File: src/rtl/pwm_detect_multi_pkg.sv
// Shared definitions for the multi-channel PWM high/low interval detector.
// Holds default parameter values, the simulation clock period used by
// benches, and the per-channel state encoding exposed on the debug bus.
package pwm_detect_multi_pkg;

  localparam int DEF_NUM_CH      = 3;
  localparam int DEF_CNT_WIDTH   = 32;
  localparam int DEF_SYNC_STAGES = 2;
  localparam int DEF_TIMEOUT     = 100000000;  // 1 s at 100 MHz

  localparam int CLK_PERIOD = 10;  // ns, 100 MHz

  // Per-channel tracking state:
  //   CH_IDLE      no edge seen since reset/enable (level length unknown)
  //   CH_ARMED     edges seen, no complete high interval held yet
  //   CH_HAVE_HIGH a complete high interval is held; next rise emits a sample
  //   CH_STUCK     no edge for TIMEOUT cycles
  localparam int STATE_W = 2;
  typedef enum logic [STATE_W-1:0] {
    CH_IDLE      = 2'd0,
    CH_ARMED     = 2'd1,
    CH_HAVE_HIGH = 2'd2,
    CH_STUCK     = 2'd3
  } chan_state_e;

endpackage

File: src/rtl/pwm_detect_multi_if.sv
// Bundle of per-channel PWM inputs and measurement outputs.
//   enable       per-channel enable (low holds the channel in reset)
//   pwm          asynchronous PWM inputs, bit i = channel i
//   high_count   last complete high interval, ch i at [i*CNT_WIDTH +: CNT_WIDTH]
//   low_count    last complete low interval, same packing
//   sample_valid one-cycle strobe per channel
//   stuck        per-channel level, no edge for TIMEOUT cycles
//   dbg_state    per-channel chan_state_e, ch i at [i*STATE_W +: STATE_W]
// Handshake: sample_valid[i] qualifies the high/low pair of channel i for
// exactly one cycle. There is no ready; the consumer takes the pair on the
// pulse (the counts also hold until the next update).
interface pwm_detect_multi_if
  import pwm_detect_multi_pkg::*;
#(
  parameter int NUM_CH    = DEF_NUM_CH,
  parameter int CNT_WIDTH = DEF_CNT_WIDTH
);
  logic [NUM_CH-1:0]           enable;
  logic [NUM_CH-1:0]           pwm;
  logic [NUM_CH*CNT_WIDTH-1:0] high_count;
  logic [NUM_CH*CNT_WIDTH-1:0] low_count;
  logic [NUM_CH-1:0]           sample_valid;
  logic [NUM_CH-1:0]           stuck;
  logic [NUM_CH*STATE_W-1:0]   dbg_state;

  modport master (
    output enable, pwm,
    input  high_count, low_count, sample_valid, stuck, dbg_state
  );

  modport slave (
    input  enable, pwm,
    output high_count, low_count, sample_valid, stuck, dbg_state
  );
endinterface

File: src/rtl/pwm_detect_chan.sv
// One PWM measurement channel: synchroniser, edge detect, level counter,
// tracking FSM and registered interval outputs.
//   clock, reset      system clock, synchronous active-high reset
//   i_enable          low holds this channel in its reset state
//   i_pwm             asynchronous PWM input
//   o_high_count      last complete high interval (cycles)
//   o_low_count       last complete low interval (cycles)
//   o_sample_valid    one-cycle pulse when a new high+low pair is latched
//   o_stuck           no edge for TIMEOUT cycles
//   o_state           current tracking state (debug)
module pwm_detect_chan
  import pwm_detect_multi_pkg::*;
#(
  parameter int CNT_WIDTH   = DEF_CNT_WIDTH,
  parameter int SYNC_STAGES = DEF_SYNC_STAGES,
  parameter int TIMEOUT     = DEF_TIMEOUT
) (
  input  logic                 clock,
  input  logic                 reset,
  input  logic                 i_enable,
  input  logic                 i_pwm,
  output logic [CNT_WIDTH-1:0] o_high_count,
  output logic [CNT_WIDTH-1:0] o_low_count,
  output logic                 o_sample_valid,
  output logic                 o_stuck,
  output chan_state_e          o_state
);

  localparam logic [CNT_WIDTH-1:0] TO_VAL  = CNT_WIDTH'(TIMEOUT);
  localparam logic [CNT_WIDTH-1:0] CNT_ONE = CNT_WIDTH'(1);

  logic [SYNC_STAGES-1:0] r_sync;
  logic                   r_s_d;
  logic [CNT_WIDTH-1:0]   r_counter;
  logic [CNT_WIDTH-1:0]   r_high;
  logic [CNT_WIDTH-1:0]   r_low;
  logic                   r_valid;
  chan_state_e            r_state;
  chan_state_e            w_state_nxt;

  logic w_rst;
  logic w_s;
  logic w_rise;
  logic w_fall;
  logic w_edge;
  logic w_at_timeout;
  logic w_latch_high;
  logic w_latch_low;
  logic w_pulse;
  logic w_enter_stuck;

  // A disabled channel behaves exactly as if held in reset.
  assign w_rst        = reset | ~i_enable;
  assign w_s          = r_sync[SYNC_STAGES-1];
  assign w_rise       = w_s & ~r_s_d;
  assign w_fall       = ~w_s & r_s_d;
  assign w_edge       = w_rise | w_fall;
  assign w_at_timeout = (r_counter == TO_VAL);

  always_ff @(posedge clock) begin
    if (w_rst) begin
      r_sync <= '0;
      r_s_d  <= 1'b0;
    end else begin
      r_sync <= {r_sync[SYNC_STAGES-2:0], i_pwm};
      r_s_d  <= w_s;
    end
  end

  // Counter holds the length of the current level; it restarts at 1 on the
  // edge that begins the level and saturates at TIMEOUT.
  always_ff @(posedge clock) begin
    if (w_rst) begin
      r_counter <= '0;
    end else if (w_edge) begin
      r_counter <= CNT_ONE;
    end else if (!w_at_timeout) begin
      r_counter <= r_counter + CNT_ONE;
    end
  end

  always_ff @(posedge clock) begin
    if (w_rst) begin
      r_state <= CH_IDLE;
    end else begin
      r_state <= w_state_nxt;
    end
  end

  // Edges take priority over the timeout check: a level that ends exactly
  // as the counter saturates is still measured normally.
  always_comb begin
    w_state_nxt   = r_state;
    w_latch_high  = 1'b0;
    w_latch_low   = 1'b0;
    w_pulse       = 1'b0;
    w_enter_stuck = 1'b0;
    case (r_state)
      CH_IDLE: begin
        // The level before the first edge has unknown length; never report it.
        if (w_edge) begin
          w_state_nxt = CH_ARMED;
        end else if (w_at_timeout) begin
          w_state_nxt   = CH_STUCK;
          w_enter_stuck = 1'b1;
        end
      end
      CH_ARMED: begin
        if (w_fall) begin
          w_latch_high = 1'b1;
          w_state_nxt  = CH_HAVE_HIGH;
        end else if (w_rise) begin
          w_latch_low = 1'b1;
        end else if (w_at_timeout) begin
          w_state_nxt   = CH_STUCK;
          w_enter_stuck = 1'b1;
        end
      end
      CH_HAVE_HIGH: begin
        if (w_fall) begin
          w_latch_high = 1'b1;
        end else if (w_rise) begin
          w_latch_low = 1'b1;
          w_pulse     = 1'b1;
        end else if (w_at_timeout) begin
          w_state_nxt   = CH_STUCK;
          w_enter_stuck = 1'b1;
        end
      end
      CH_STUCK: begin
        // The exit edge only restarts measurement; the timed-out level is
        // discarded and a fresh high must be seen before the next sample.
        if (w_edge) begin
          w_state_nxt = CH_ARMED;
        end
      end
      default: begin
        w_state_nxt = CH_IDLE;
      end
    endcase
  end

  always_ff @(posedge clock) begin
    if (w_rst) begin
      r_high  <= '0;
      r_low   <= '0;
      r_valid <= 1'b0;
    end else begin
      r_valid <= w_pulse;
      if (w_latch_high) begin
        r_high <= r_counter;
      end
      if (w_latch_low) begin
        r_low <= r_counter;
      end
      if (w_enter_stuck) begin
        if (w_s) begin
          r_high <= TO_VAL;
          r_low  <= '0;
        end else begin
          r_high <= '0;
          r_low  <= TO_VAL;
        end
      end
    end
  end

  assign o_high_count   = r_high;
  assign o_low_count    = r_low;
  assign o_sample_valid = r_valid;
  assign o_stuck        = (r_state == CH_STUCK);
  assign o_state        = r_state;

endmodule

File: src/rtl/pwm_detect_multi.sv
// N-channel PWM high/low interval detector. Each channel is an independent
// pwm_detect_chan; this level only slices the packed buses.
//   clock  100 MHz system clock
//   reset  synchronous, active-high
//   bus    pwm_detect_multi_if slave: enable/pwm in, counts/strobes/stuck out
module pwm_detect_multi
  import pwm_detect_multi_pkg::*;
#(
  parameter int NUM_CH      = DEF_NUM_CH,
  parameter int CNT_WIDTH   = DEF_CNT_WIDTH,
  parameter int SYNC_STAGES = DEF_SYNC_STAGES,
  parameter int TIMEOUT     = DEF_TIMEOUT
) (
  input  logic               clock,
  input  logic               reset,
  pwm_detect_multi_if.slave  bus
);

  logic [CNT_WIDTH-1:0] w_high  [NUM_CH];
  logic [CNT_WIDTH-1:0] w_low   [NUM_CH];
  chan_state_e          w_state [NUM_CH];
  logic [NUM_CH-1:0]    w_valid;
  logic [NUM_CH-1:0]    w_stuck;

  for (genvar i = 0; i < NUM_CH; i++) begin : g_ch
    pwm_detect_chan #(
      .CNT_WIDTH   (CNT_WIDTH),
      .SYNC_STAGES (SYNC_STAGES),
      .TIMEOUT     (TIMEOUT)
    ) u_chan (
      .clock          (clock),
      .reset          (reset),
      .i_enable       (bus.enable[i]),
      .i_pwm          (bus.pwm[i]),
      .o_high_count   (w_high[i]),
      .o_low_count    (w_low[i]),
      .o_sample_valid (w_valid[i]),
      .o_stuck        (w_stuck[i]),
      .o_state        (w_state[i])
    );

    assign bus.high_count[i*CNT_WIDTH +: CNT_WIDTH] = w_high[i];
    assign bus.low_count[i*CNT_WIDTH +: CNT_WIDTH]  = w_low[i];
    assign bus.dbg_state[i*STATE_W +: STATE_W]      = w_state[i];
  end

  assign bus.sample_valid = w_valid;
  assign bus.stuck        = w_stuck;

endmodule
File: src/flat_wrapper.sv
// flat-port wrapper written by rule: the top's interface ports become plain ports
module pwm_detect_multi_flat import pwm_detect_multi_pkg::*;
#(
  parameter int NUM_CH      = DEF_NUM_CH,
  parameter int CNT_WIDTH   = DEF_CNT_WIDTH,
  parameter int SYNC_STAGES = DEF_SYNC_STAGES,
  parameter int TIMEOUT     = DEF_TIMEOUT
)
  (clock, reset, bus_enable, bus_pwm, bus_high_count, bus_low_count, bus_sample_valid, bus_stuck, bus_dbg_state);
  pwm_detect_multi_if #(.NUM_CH(NUM_CH), .CNT_WIDTH(CNT_WIDTH)) bus_i ();
  input  logic clock;
  input  logic reset;
  input wire logic [$bits(bus_i.enable)-1:0] bus_enable;
  input wire logic [$bits(bus_i.pwm)-1:0] bus_pwm;
  output wire logic [$bits(bus_i.high_count)-1:0] bus_high_count;
  output wire logic [$bits(bus_i.low_count)-1:0] bus_low_count;
  output wire logic [$bits(bus_i.sample_valid)-1:0] bus_sample_valid;
  output wire logic [$bits(bus_i.stuck)-1:0] bus_stuck;
  output wire logic [$bits(bus_i.dbg_state)-1:0] bus_dbg_state;
  assign bus_i.enable = bus_enable;
  assign bus_i.pwm = bus_pwm;
  assign bus_high_count = bus_i.high_count;
  assign bus_low_count = bus_i.low_count;
  assign bus_sample_valid = bus_i.sample_valid;
  assign bus_stuck = bus_i.stuck;
  assign bus_dbg_state = bus_i.dbg_state;
  pwm_detect_multi #(.NUM_CH(NUM_CH), .CNT_WIDTH(CNT_WIDTH), .SYNC_STAGES(SYNC_STAGES), .TIMEOUT(TIMEOUT)) u_core (.clock(clock), .reset(reset), .bus(bus_i));
endmodule
File: config.mk
export PLATFORM = sky130hd
export DESIGN_NAME = pwm_detect_multi_flat
export DESIGN_NICKNAME = d
export VERILOG_FILES = /design/src/rtl/pwm_detect_multi_pkg.sv /design/src/rtl/pwm_detect_multi_if.sv /design/src/rtl/pwm_detect_chan.sv /design/src/rtl/pwm_detect_multi.sv /design/src/flat_wrapper.sv
export SDC_FILE = /design/constraint.sdc
export NUM_CORES = 1
export LEC_CHECK = 0
export ABC_CLOCK_PERIOD_IN_PS = 6990
export CAP_MARGIN = 40
export CORE_ASPECT_RATIO = 1.5
export CORE_MARGIN = 3
export CORE_UTILIZATION = 57
export DETAILED_ROUTE_END_ITERATION = 8
export GPL_TIMING_DRIVEN = 0
export PLACE_DENSITY = 0.85
export SLEW_MARGIN = 40
export SYNTH_ARGS = -nofsm -noshare
export SYNTH_HDL_FRONTEND = slang
export SYNTH_SLANG_ARGS = --single-unit
File: constraint.sdc
create_clock -name clock -period 6.99 [get_ports clock]
set_input_delay 1.0485 -clock clock [delete_from_list [all_inputs] [get_ports clock]]
set_output_delay 1.0485 -clock clock [all_outputs]
set_load 0.05 [all_outputs]
==> Word-level counts from Yosys, hierarchy flattened <==
Index checks and enable logic that the tools add are counted.
{ "word_totals": {"ff_bits": 306, "input_bits": 8, "out_inout_bits": 204, "elab_cells": 168} }
{ "classes": {"eq_ne": 21, "muxes": 75, "n_bitwise": 24, "reduce_logical": 21, "n_addsub": 3} }
{ "op_table": {"columns": ["operator", "n"], "rows": [
  ["$mux 32", 12],
  ["$mux 27", 6],
  ["$add 32x1->32 const B", 3],
  ["$eq 32x27->1 const B", 3],
  ["$mux 2", 18],
  ["$mux 1", 33],
  ["$pmux 2 s4", 3],
  ["$reduce_or 2->1", 9],
  ["$eq 2x2->1 const B", 6],
  ["$ne 2x2->1 const B", 6],
  ["$not 1->1", 12],
  ["$reduce_bool 2->1", 6],
  ["$and 1x1->1", 6],
  ["$eq 2x1->1 const B", 3],
  ["$logic_not 2->1", 3],
  ["$ne 2x1->1 const B", 3],
  ["$or 1x1->1", 6],
  ["$pmux 1 s2", 3],
  ["$reduce_and 2->1", 3]
]} }

==> Depth between registers and ports, before layout <==
Gate-level depths: netlist of the first run.
{ "depth": {"depth_word": 7, "depth_mapped": 10, "depth_no_buf": 7} }

==> Cells and area by module <==
A second synthesis of the first run with hierarchy kept.
{ "hier_totals": {"hier_cells": 1329, "area_unflattened_um2": 13385.3} }
{ "modules_own_cells": {"columns": ["mod", "n_inst", "cells_each", "seq_area_each_um2", "area_per_inst_um2"], "rows": [
  ["pwm_detect_chan at u_core.g_ch[0].u_chan", 1, 446, 2042.0, 4504.3],
  ["pwm_detect_chan at u_core.g_ch[2].u_chan", 1, 446, 2042.0, 4494.3],
  ["pwm_detect_chan at u_core.g_ch[1].u_chan", 1, 437, 2042.0, 4386.7]
]} }

==> Worst setup path after synthesis of the first run <==
No wires, ideal clock.
{ "synth_path": {"path_type": "register to register", "start": "register u_core.g_ch[0].u_chan.r_state[1]", "end": "register u_core.g_ch[0].u_chan.r_high[25]", "slack_ns": 3.987, "path_stages_with_launch": 10, "arrival_ns": 2.885, "path_buffers": 3, "cell_sequence": "dfxtp_1 -> inv_1 -> ha_1 -> buf_2 -> or3b_1 -> a21oi_1 -> or4b_1 -> clkbuf_1 -> clkbuf_1 -> a32o_1"} }
{ "synth_between": {"elab_chain_cells": 4} }
{ "synth_lines": {"columns": ["item", "line_no", "rtl"], "rows": [
  ["start: declaration", "pwm_detect_chan.sv:38", "chan_state_e r_state;"],
  ["start signal: assignment", "pwm_detect_chan.sv:86", "r_state <= w_state_nxt;"],
  ["$eq 2x2->1 / $eq 2x1->1 (equally long branches)", "pwm_detect_chan.sv:98", "case (r_state)"],
  ["$reduce_or 2->1 (no source line)", null, null],
  ["$pmux 1 s2 / $mux 1 (equally long branches)", null, null],
  ["$mux 32 / $reduce_bool 2->1 (equally long branches)", null, null],
  ["end signal: assignment", "pwm_detect_chan.sv:151", "r_high <= r_counter;"],
  ["end: declaration", "pwm_detect_chan.sv:35", "logic [CNT_WIDTH-1:0] r_high;"]
]} }
Several ways; a longest one is shown, not always the timed one.
A chain may end at the register's enable or synchronous reset.

==> Worst setup path after layout of the first run <==
{ "layout_path": {"start": "register u_core.g_ch[0].u_chan.r_state[1]", "end": "output bus_stuck[0]"} }
{ "layout_between": {"elab_chain_cells": 1} }
{ "layout_lines": {"columns": ["item", "line_no", "rtl"], "rows": [
  ["$eq 2x2->1", "pwm_detect_chan.sv:171", "assign o_stuck = (r_state == CH_STUCK);"],
  ["end: declaration", "flat_wrapper.sv:18", "output wire logic [$bits(bus_i.stuck)-1:0] bus_stuck;"]
]} }
Every way passes these cells.

==> results of run 1 <==
## flip-flops by register name, indices dropped and copies added, names as in the netlist
| register | count |
|---|---|
| u_core.g_ch.u_chan.r_sync | 6 |
| u_core.g_ch.u_chan.r_s_d | 3 |
| u_core.g_ch.u_chan.o_sample_valid | 3 |
| u_core.g_ch.u_chan.r_counter | 96 |
| u_core.g_ch.u_chan.o_high_count | 96 |
| u_core.g_ch.u_chan.o_state | 6 |
| u_core.g_ch.u_chan.o_low_count | 96 |
## critical path: cells and delay by family (launching register included)
kind	cells	cell delay [ns]
buf+inv	2	0.97
flops	1	0.44
fa+ha+maj	1	0.30
## per-stage QoR
| stage | cell area (um^2) | std cells | worst slack (ns) |
|---|---|---|---|
| 5_1_grt | 15800 | 1824 | 3.64 |
| 6_report | 15800 | 1824 | 3.70 |
| 3_3_place_gp | 14900 | 1775 | 3.59 |
| 4_1_cts | 15800 | 1824 | 3.70 |
| 2_1_floorplan | 12500 | 1296 | 3.99 |
| 3_5_place_dp | 14900 | 1775 | 3.51 |
## routing by layer
| metal | GRT usage, % | part of all wire, % | vias to the layer above |
|---|---|---|---|
| met5 | 0 | 0 | - |
| met4 | 13.2 | 4.6 | 0 |
| met3 | 3.80 | 5.7 | 106 |
| met2 | 50.7 | 52 | 440 |
| met1 | 31.4 | 38 | 5286 |
| li1 | - | - | 5171 |
## cells in the mapped netlist (all sizes together) (13+ instances only)
master  number  area (um^2)
o21ai       18         90.1
nand3       40          200
nor3        19         95.1
xnor2       39          342
a31oi       26          163
ha          27          338
mux2i       50          500
nand4       30          194
a21oi       83          423
nand2      122          460
xor2        37          324
nor2       106          398
buf         21          141
dfxtp      306         6130
or3         14         92.6
and3        16          100
or4         13         97.6
nor4        19          134
clkbuf      82          355
inv         36          135
a32o       108         1080
## worst paths after layout
| path | start | end | slack (ns) | cells past startpoint |
|---|---|---|---|---|
| setup / recovery | u_core.g_ch[0].u_chan.o_state[1]$_SDFFE_PP0P_ | bus_stuck[0] | 3.70 | 3 |
| setup reg to reg | u_core.g_ch[0].u_chan.o_state[1]$_SDFFE_PP0P_ | u_core.g_ch[0].u_chan.o_high_count[25]$_SDFFE_PP0P_ | 3.90 | 9 |
| hold / removal | u_core.g_ch[0].u_chan.r_sync[0]$_SDFF_PP0_ | u_core.g_ch[0].u_chan.r_sync[1]$_SDFF_PP0_ | 0.44 | 1 |
| hold reg to reg | u_core.g_ch[0].u_chan.r_sync[0]$_SDFF_PP0_ | u_core.g_ch[0].u_chan.r_sync[1]$_SDFF_PP0_ | 0.44 | 1 |
## cell families after synthesis
| family | share of synthesized area [%] |
|---|---|
| flops | 49.2 |
| mux | 4.02 |
| xor+xnor | 5.34 |
| simple gates | 17.9 |
| buf+inv | 5.07 |
| fa+ha+maj | 2.71 |
| compound gates | 15.7 |
## layout make-up
| cell class | instances | area share (%) |
|---|---|---|
| clock buffer | 33 | 4.54 |
| tap | 268 | 2.12 |
| clock inverter | 16 | 1.24 |
| buffer | 103 | 3.14 |
| inverter | 36 | 0.854 |
| multi-input combinational | 851 | 36.0 |
| sequential | 306 | 38.7 |
| timing repair buffer | 211 | 13.4 |
## report_power, final
| group | leakage, nW | switching (mW) | internal (mW) | total (mW) |
|---|---|---|---|---|
| combinational | 2.74 | 0.0503 | 0.0206 | 0.0709 |
| clock | 0.449 | 0.660 | 0.883 | 1.54 |
| sequential | 2.46 | 0.00468 | 1.75 | 1.75 |
==> impl_results.md, run 1 <==
* Outcome: completed
* Multi-input gate area at 0.00570 mm^2
* Critical path capture point type: output port
* Area delta synth->final at 27.0%
* Min Tclk post-route at between 3 and 4 ns
* Worst endpoint required time at 5.94 ns
* # setup viols final at 0
* Die width at 127 um
* Syn Area/Cell at 9.61 um^2
* Max clock buf depth at 3
* Pre-antenna DRT Iters at 5
* Max_slew headroom at a little under half
* Ys async rst share at 0%
* First-pass GRT wire length at roughly 55,000 um
* # rows at 65
* Via count at approximately 11k
* Drt drc at 0
* RSZ-0062 raised after global routing: no
* Static leakage at 5.65 nW
* Synth warn at 0
* Post-synth EDFFs at 0
* Crit-path slowest cell: clkdlybuf4s50_1
* Routability cong. at between 0.8 and 0.9
* Port Buffers at between 200 and 250
* Slew @ Worst Pin at 0.808 ns
* Yosys reg bits at 306
* Final core utilization at between 70% and 80%
* Seq. cell area at about 0.0061 mm^2
* Worst IR drop on VDD at 0.215 mV
* CP peak stage delay at between 0.8 and 0.9 ns
* Overall routed net length at roughly 34,000 um
* Crit path DAT at ~2.2 ns
* Synth cell types at between 60 and 70
* Startpoint types: flip-flop
* Clock Tree Root: clkbuf_16
* Final ANT Viol Nets at 0
* Overall routing resource usage at about 28%
* Most frequent cells in the layout: dfxtp_1 (306), clkdlybuf4s50_1 (211), nand2_1 (121)
* Worst-path clk slew at approximately 0.070 ns
* CTS Sinks at roughly 310
* Hold-fix buffers, CTS at 0
* Die height at ~190 um
* Crit-path max FO at 6
* Slew Limit Fails at 0
* Main synth FF type: dfxtp_1
* # Post-CTS Setup Buffers at 0
* HP Class: flip-flop to flip-flop
* Cells after Synth at between 1k and 1.5k
* Hold slack at approximately 0.44 ns
* Pin count of the biggest net entering global routing at 17
* Number of CTS-inserted buffers at 27
* Initial antenna violation count at 0
* Commonest non-fill, non-tap cell in the layout: dfxtp_1
* N_diodes at 0
* H-tree depth at 1
* Via density at roughly 6.0
* Core area at 0.0212 mm^2
* Detailed placer's ending HPWL at 24,800 um
* Setup CP Type: flip-flop to output port
* Final hold viol count at 0
* Routed length per instance at around 19 um
* Clock skew at ~0.019 ns
* Syn nets at 1,331
* Vias in the first global route at roughly 11k
* CTS-repair resized insts at 0
* Netlist Area Pre-Place at about 0.012 mm^2
* # Max-Cap Violations at 0
* Layout cells sized above 1 at just under 6%
* PD cells at about 210 mW/mm^2
* Tcrit/Tclk final at between 40% and 50%
* GRT overflow at 0
* Die area at 0.0237 mm^2
* Post-route setup TNS at 0 ns
* Achievable frequency at between 300 and 400 MHz
* Clock latency on the worst-skew pair at ~0.54 ns
* IO Pins at around 210
* Post-layout nets at around 1.6k
* Sequential area share after synthesis at 49.2%
* Critical-path cell list: ha_1 -> buf_4 -> clkdlybuf4s50_1
* Initial drt markers at approximately 830
* Initial Utilization at around 59%
* Filler instances at between 1.5k and 2k
* Pwr Total at ~3.4 mW
* CTS tree: yes
No activity file was read; power rests on OpenSTA's default activity.
==> run 2, diff against run 1 <==
ABC_CLOCK_PERIOD_IN_PS = 2900   (was 6990)
CORE_UTILIZATION = 48   (was 57)
PLACE_DENSITY = 0.76   (was 0.85)
clock period = 2.9 ns   (was 6.99 ns; I/O delays follow)
==> run 2 against run 1 <==
Compared with the run above:
- sequential share of layout area decreased by 0.54 points
- first-iteration DRC count decreased by 23%
- register-to-register slack got worse by 3.8 ns
- final cell count increased by 3.7%
- final area increased by 1.5%
- combinational power increased by 150%
- clock power increased to 2.6 times the previous value
- clock skew decreased by 0.00080 ns
==> impl_results.md, run 2 (synthesis results as in run 1) <==
* Post-layout nets at between 1.5k and 2k
* Clock skew at ~0.018 ns
* PD cells at ~520 mW/mm^2
* Routed length per instance at about 18 um
* Via count at between 10k and 15k
* Worst IR drop on VDD at about 0.52 mV
* CTS tree: yes
* Initial antenna violation count at 1
* Worst hold endpoint: u_core.g_ch[0].u_chan.r_sync[1]$_SDFF_PP0_
* Pin count of the biggest net entering global routing at 15
* GRT overflow at 0
* Core area at 0.0253 mm^2
* Worst R2R Start: u_core.g_ch[0].u_chan.o_state[0]$_SDFFE_PP0P_
* Number of CTS-inserted buffers at 29
* Achievable frequency at about 360 MHz
* Setup slack at placement at -0.0905 ns
* Crit-path max FO at 10
* Max_slew headroom at ~40%
* Clock latency on the worst-skew pair at roughly 0.54 ns
* Crit path DAT at roughly 3.2 ns
* Vias in the first global route at around 10k
* Worst R2R Path Depth at 9
* Worst-path clk slew at 0.06 ns
* # rows at between 70 and 80
* Detailed placer's ending HPWL at about 25,000 um
* FF-to-FF setup slack at ~0.13 ns
* Tcrit/Tclk final at 95.4%
* # Max-Cap Violations at 0
* RSZ-0062 raised after global routing: no
* Most frequent cells in the layout: dfxtp_1 (304), clkdlybuf4s50_1 (211), nand2_1 (121)
* Routability cong. at roughly 0.9
* Die width at 138 um
* Pwr Total at between 8 and 9 mW
* Slew Limit Fails at 0
* Final core utilization at 63.4%
* Clock Tree Root: clkbuf_16
* Slew @ Worst Pin at about 0.87 ns
* Setup CP Type: flip-flop to flip-flop
* Static leakage at approximately 5.7 nW
* Hold slack at between 0.4 and 0.5 ns
* First-pass GRT wire length at 54,500 um
* HP Class: flip-flop to flip-flop
* Filler instances at about 2.1k
* Via density at between 5 and 6
* Max clock buf depth at 3
* Commonest non-fill, non-tap cell in the layout: dfxtp_1
* CTS Sinks at about 310
* Final ANT Viol Nets at 0
* Worst R2R End: u_core.g_ch[0].u_chan.o_low_count[27]$_SDFFE_PP0P_
* Hold Path Cell Cnt at 1
* Worst endpoint required time at 3.34 ns
* Layout cells sized above 1 at 6.97%
* Overall routing resource usage at 23.8%
* Startpoint types: flip-flop
* Die height at between 200 and 250 um
* Critical path capture point type: flip-flop
* Hold Crit Start: u_core.g_ch[0].u_chan.r_sync[0]$_SDFF_PP0_
* Area delta synth->final at 28.8%
* Initial drt markers at 640
* Initial Utilization at about half
* Drt drc at 0
* IO Pins at around 210
* Overall routed net length at 34,300 um
* Outcome: completed
* Min Tclk post-route at approximately 2.8 ns
* Port Buffers at roughly 210
* Final hold viol count at 0
* Post-route setup TNS at 0 ns
* # setup viols final at 0
* Die area at 0.0280 mm^2
* H-tree depth at 1
* Final WS setup at approximately 0.13 ns
* Pre-antenna DRT Iters at 5
==> run 2: cell count changes in the layout (fill, tap and decap cells not counted), moves of 2 or more <==
cell / previous run / this run
clkbuf_8: 6 / 14
a21oi_1: 81 / 76
a21oi_2: 2 / 7
buf_2: 8 / 12
clkbuf_1: 76 / 72
clkinv_2: 7 / 3
buf_4: 7 / 10
clkbuf_16: 27 / 29
clkinvlp_4: 2 / 0
dfxtp_1: 306 / 304
dfxtp_2: 0 / 2
==> run 2: how the worst max path moves through the flow <==
stage                                                             start                                                  end  slack [ns]  cells past startpoint
after floorplan           u_core.g_ch[2].u_chan.o_state[1]$_SDFFE_PP0P_   u_core.g_ch[2].u_chan.o_high_count[3]$_SDFFE_PP0P_        0.03                      8
after global placement    u_core.g_ch[2].u_chan.o_state[1]$_SDFFE_PP0P_    u_core.g_ch[2].u_chan.o_low_count[6]$_SDFFE_PP0P_       -0.07                      8
after detailed placement  u_core.g_ch[2].u_chan.o_state[1]$_SDFFE_PP0P_    u_core.g_ch[2].u_chan.o_low_count[3]$_SDFFE_PP0P_       -0.09                      8
after CTS                 u_core.g_ch[0].u_chan.o_state[0]$_SDFFE_PP0P_   u_core.g_ch[0].u_chan.o_high_count[6]$_SDFFE_PP0P_      0.0001                      9
after global routing      u_core.g_ch[0].u_chan.o_state[0]$_SDFFE_PP0P_  u_core.g_ch[0].u_chan.o_high_count[28]$_SDFFE_PP0P_        0.01                      9
final                     u_core.g_ch[0].u_chan.o_state[0]$_SDFFE_PP0P_   u_core.g_ch[0].u_chan.o_low_count[27]$_SDFFE_PP0P_        0.13                      9
==> run 2: metrics by stage <==
stage | cell area, um^2 | cells
2_1_floorplan | 12500 | 1296
3_3_place_gp | 15000 | 1835
3_5_place_dp | 15000 | 1835
4_1_cts | 16000 | 1890
5_1_grt | 16000 | 1891
6_report | 16000 | 1892
==> run 2: what timing repair did <==
action                                 4_1_cts  5_1_grt
hold buffers                                 0        0
pin swaps                                    1        0
setup endpoints to repair                   49      157
resized for setup                            2       14
buffers inserted                             2        1
endpoints found under the hold margin        0        0
==> run 2: area by class of cell <==
class | count | area [um^2] | area share [%]
Tap cell | 328 | 410 | 2.56
Buffer | 103 | 503 | 3.13
Sequential cell | 306 | 6130 | 38.2
Antenna cell | 1 | 2.50 | 0.0156
Multi-Input combinational cell | 851 | 5720 | 35.7
Inverter | 36 | 135 | 0.842
Clock inverter | 9 | 131 | 0.819
Timing Repair Buffer | 214 | 2130 | 13.3
Clock buffer | 44 | 882 | 5.50
==> run 2: critical path: stages, from the launching register on <==
cell and delay [ns]:
dfxtp_2 0.38, inv_1 0.10, ha_1 0.28, buf_2 0.18, or3b_1 0.38, a21oi_2 0.20
or4b_1 0.46, clkbuf_2 0.19, buf_2 0.22, a32o_1 0.27
==> run 2: routing by layer <==
layer	global-route usage, %	vias to the layer above	wire [um]
met5	0	-	0
met1	27.9	5218	13500
met3	4.71	66	2130
li1	-	5211	-
met2	42.5	337	17600
met4	8.67	0	1070
==> run 2: report_power, final <==
group	internal, mW	switching, mW
Sequential	4.21	0.0111
Clock	2.36	1.58
Combinational	0.0506	0.124
==> run 3, diff against run 2 <==
CAP_MARGIN = 20   (was 40)
CORE_UTILIZATION = 49   (was 48)
PLACE_DENSITY = 0.77   (was 0.76)
SYNTH_HIERARCHICAL = 1   (was unset)
==> run 3 against run 2 <==
Compared with the run above:
- combinational power is 7% lower
- register-to-register slack hardly changed
- area after synthesis is 7.5% higher
- first-iteration DRC count is 49% higher
- critical endpoint is now u_core/g_ch[0].u_chan/o_low_count[16]$_SDFFE_PP0P_
==> impl_results.md, run 3 <==
* Worst R2R End: u_core/g_ch[0].u_chan/o_low_count[16]$_SDFFE_PP0P_
* Outcome: completed
* First-pass GRT wire length at 62,400 um
* Cell taking the most area after synthesis: dfxtp_1
* Synth top cells by count: dfxtp_1 (306), a32o_1 (108), a21oi_1 (77)
* # Max-Cap Violations at 0
* Hold Crit Start: u_core/g_ch[1].u_chan/r_sync[0]$_SDFF_PP0_
* Area share of the leading cell type in the synthesized netlist at around 46%
* Syn nets at 1,364
* Overall routed net length at between 30,000 and 40,000 um
* Final hold viol count at 0
* Min Tclk post-route at 2.76 ns
* Worst R2R Start: u_core/g_ch[0].u_chan/o_state[1]$_SDFFE_PP0P_
* Worst hold endpoint: u_core/g_ch[1].u_chan/r_sync[1]$_SDFF_PP0_
* Worst endpoint required time at between 3 and 4 ns
* Most frequent cells in the layout: dfxtp_1 (306), clkdlybuf4s50_1 (211), a32o_1 (108)
* P_sw at roughly 1.8 mW
* Overall routing resource usage at around a quarter
* Post-synth EDFFs at 0
* Crit path DAT at 3.16 ns
* FF-to-FF setup slack at between 0.1 and 0.15 ns
* Pre-antenna DRT Iters at 6
* Hold Path Cell Cnt at 1
* Cell with the most instances after synthesis: dfxtp_1
* Clock Tree Root: clkbuf_16
* H-tree depth at 1
* Via count at ~12k
* DP Cell Count at around 1.9k
* Clock power share at 48.2%
* Die height at roughly 210 um
* Critical path capture point type: flip-flop
* Worst R2R Path Depth at 8
* Pin count of the biggest net entering global routing at 16
* Die area at 0.0294 mm^2
* Slew @ Worst Pin at 0.757 ns
* Initial drt markers at ~960
* Commonest non-fill, non-tap cell in the layout: dfxtp_1
* Drt drc at 0
* Max clock buf depth at 3
* Reg power frac at 49.9%
* Hold slack at 0.431 ns
* Clock skew at approximately 0.015 ns
* Ys async rst share at 0%
* Yosys reg bits at 306
* Routed length per instance at roughly 20 um
* Worst IR drop on VDD at 0.469 mV
* Comb pwr share at 1.9%
* Area delta synth->final at 26.8%
* # rows at 73
* IO Pins at 212
* Syn Area/Cell at about 10 um^2
* Via density at between 6 and 7
* Pwr Total at 8.45 mW
* Internal power at roughly 6.7 mW
* Netlist Area Pre-Place at about 0.013 mm^2
* Max_slew headroom at about half
* Tcrit/Tclk final at between 90% and 100%
* Main synth FF type: dfxtp_1
* # setup viols final at 0
* Hold-fix buffers, CTS at 0
* Detailed placer's ending HPWL at roughly 29,000 um
* Port Buffers at between 200 and 250
* Vias in the first global route at 11.7k
* Initial Utilization at 50.2%
* Number of CTS-inserted buffers at 29
* Post-layout nets at between 1.5k and 2k
* Achievable frequency at ~360 MHz
* Final ANT Viol Nets at 0
* RSZ-0062 raised after global routing: no
* Sequential area share after synthesis at ~46%
* Static leakage at around 6.1 nW
* PD cells at 497 mW/mm^2
* Cells after Synth at around 1.3k
* CTS tree: yes
* HP Class: flip-flop to flip-flop
* Finished Layout Cells at 1,930
* Placed Instance Area at between 0.015 and 0.02 mm^2
* Finished Cell Area at 0.0170 mm^2
* Clock latency on the worst-skew pair at 0.56 ns
* Main area contributors after synthesis: dfxtp_1 (46%), a32o_1 (8.1%), mux2i_1 (5.5%), a211oi_2 (3.8%), a21oi_1 (2.9%)
* Crit-path max FO at 10
* Synth cell types at 52
* Worst-path clk slew at roughly 0.060 ns
* Core area at 0.0267 mm^2
* Initial antenna violation count at 0
* Layout cells sized above 1 at around a tenth
* Slew Limit Fails at 0
* Synth warn at 6
* Switching Fraction at between 20% and 30%
* Startpoint types: flip-flop
* CTS Sinks at a little over 300
* Routability cong. at approximately 0.88
* GRT overflow at 0
* Setup CP Type: flip-flop to flip-flop
* Die width at approximately 140 um
## run 3: changes by cell type after synthesis, sizes merged, moves of 12 or more
cell,change
or3,+15
o21ai,+31
xor2,-15
a31oi,-26
mux2i,+24
o31ai,+33
nand2,-67
or4,+22
xnor2,-34
and4,+12
buf,+28
a211oi,+76
nor2,-63
nor3,-12
## run 3: critical path: stages (launching register included)
cell and delay (ns):
dfxtp_1 0.44, inv_1 0.12, ha_1 0.30, buf_2 0.15, or3b_1 0.35, a21o_1 0.24, nor4_1 0.55, buf_2 0.38
a211oi_1 0.08
## run 3: metal layers
layer | vias to the layer above | track usage, % | wire [um]
met4 | 0 | 10.6 | 1440
met5 | - | 0 | 0
li1 | 5588 | - | -
met3 | 103 | 4.69 | 2470
met1 | 5754 | 28.7 | 14800
met2 | 465 | 46.8 | 20500
## run 3: power groups by stage
stage | combinational, mW | sequential (mW) | clock, mW
final | 0.162 | 4.22 | 4.07
after global routing | 0.176 | 4.21 | 4.29
after CTS | 0.159 | 4.22 | 4.14
after detailed placement | 0.158 | 4.31 | 0
after global placement | 0.156 | 4.31 | 0
after floorplan | 0.101 | 4.31 | 0
## run 3: logic make-up (layout without fill, tap and decap cells)
kind of cell               after synthesis  count (layout)  synth area share, %
buffers and inverters                  162             425                 6.14
adders and majority gates               27              27                 2.52
other                                    0               1                    0
xor gates and xnor gates                27              27                 1.77
DFF                                    306             306                 45.8
muxes                                   74              74                 5.53
AOI/OAI and AO/OA                      370             370                 22.1
and+or+nand+nor                        363             363                 16.2
## run 3: cell type report
class / count / area, um^2
fill: 2208 / 9690
multi-input combinational: 861 / 6470
sequential: 306 / 6130
timing repair buffer: 211 / 2110
clock buffer: 39 / 823
buffer: 126 / 688
tap: 337 / 422
clock inverter: 13 / 201
inverter: 36 / 135
antenna: 1 / 2.50
## run 3: per-stage QoR
| stage | util, % | setup WS [ns] | setup TNS [ns] |
|---|---|---|---|
| floorplan | - | 0.0582 | 0 |
| global placement | 59.7 | -0.140 | -2.34 |
| detailed placement | 59.7 | -0.173 | -2.94 |
| CTS | 63.5 | 0.0816 | 0 |
| global route | 63.6 | 0.0185 | 0 |
| finish | 63.7 | 0.139 | 0 |
## run 3: repair_timing
item | 4_1_cts | 5_1_grt
buffers inserted | 0 | 0
hold endpoints to repair | 0 | 0
gates resized for setup | 0 | 6
endpoints found under the setup margin | 0 | 41
## run 3: worst max path at each step
| stage | start | to | slack [ns] | depth (start not counted) |
|---|---|---|---|---|
| after floorplan | u_core/g_ch[2].u_chan/o_state[1]$_SDFFE_PP0P_ | u_core/g_ch[2].u_chan/o_high_count[17]$_SDFFE_PP0P_ | 0.06 | 9 |
| after global placement | reset | u_core/g_ch[2].u_chan/o_high_count[6]$_SDFFE_PP0P_ | -0.14 | 6 |
| after detailed placement | reset | u_core/g_ch[0].u_chan/o_low_count[15]$_SDFFE_PP0P_ | -0.17 | 6 |
| after CTS | u_core/g_ch[0].u_chan/o_state[1]$_SDFFE_PP0P_ | u_core/g_ch[0].u_chan/o_high_count[24]$_SDFFE_PP0P_ | 0.08 | 8 |
| after global routing | u_core/g_ch[2].u_chan/o_state[1]$_SDFFE_PP0P_ | u_core/g_ch[2].u_chan/o_low_count[29]$_SDFFE_PP0P_ | 0.02 | 7 |
| final | u_core/g_ch[0].u_chan/o_state[1]$_SDFFE_PP0P_ | u_core/g_ch[0].u_chan/o_low_count[16]$_SDFFE_PP0P_ | 0.14 | 8 |
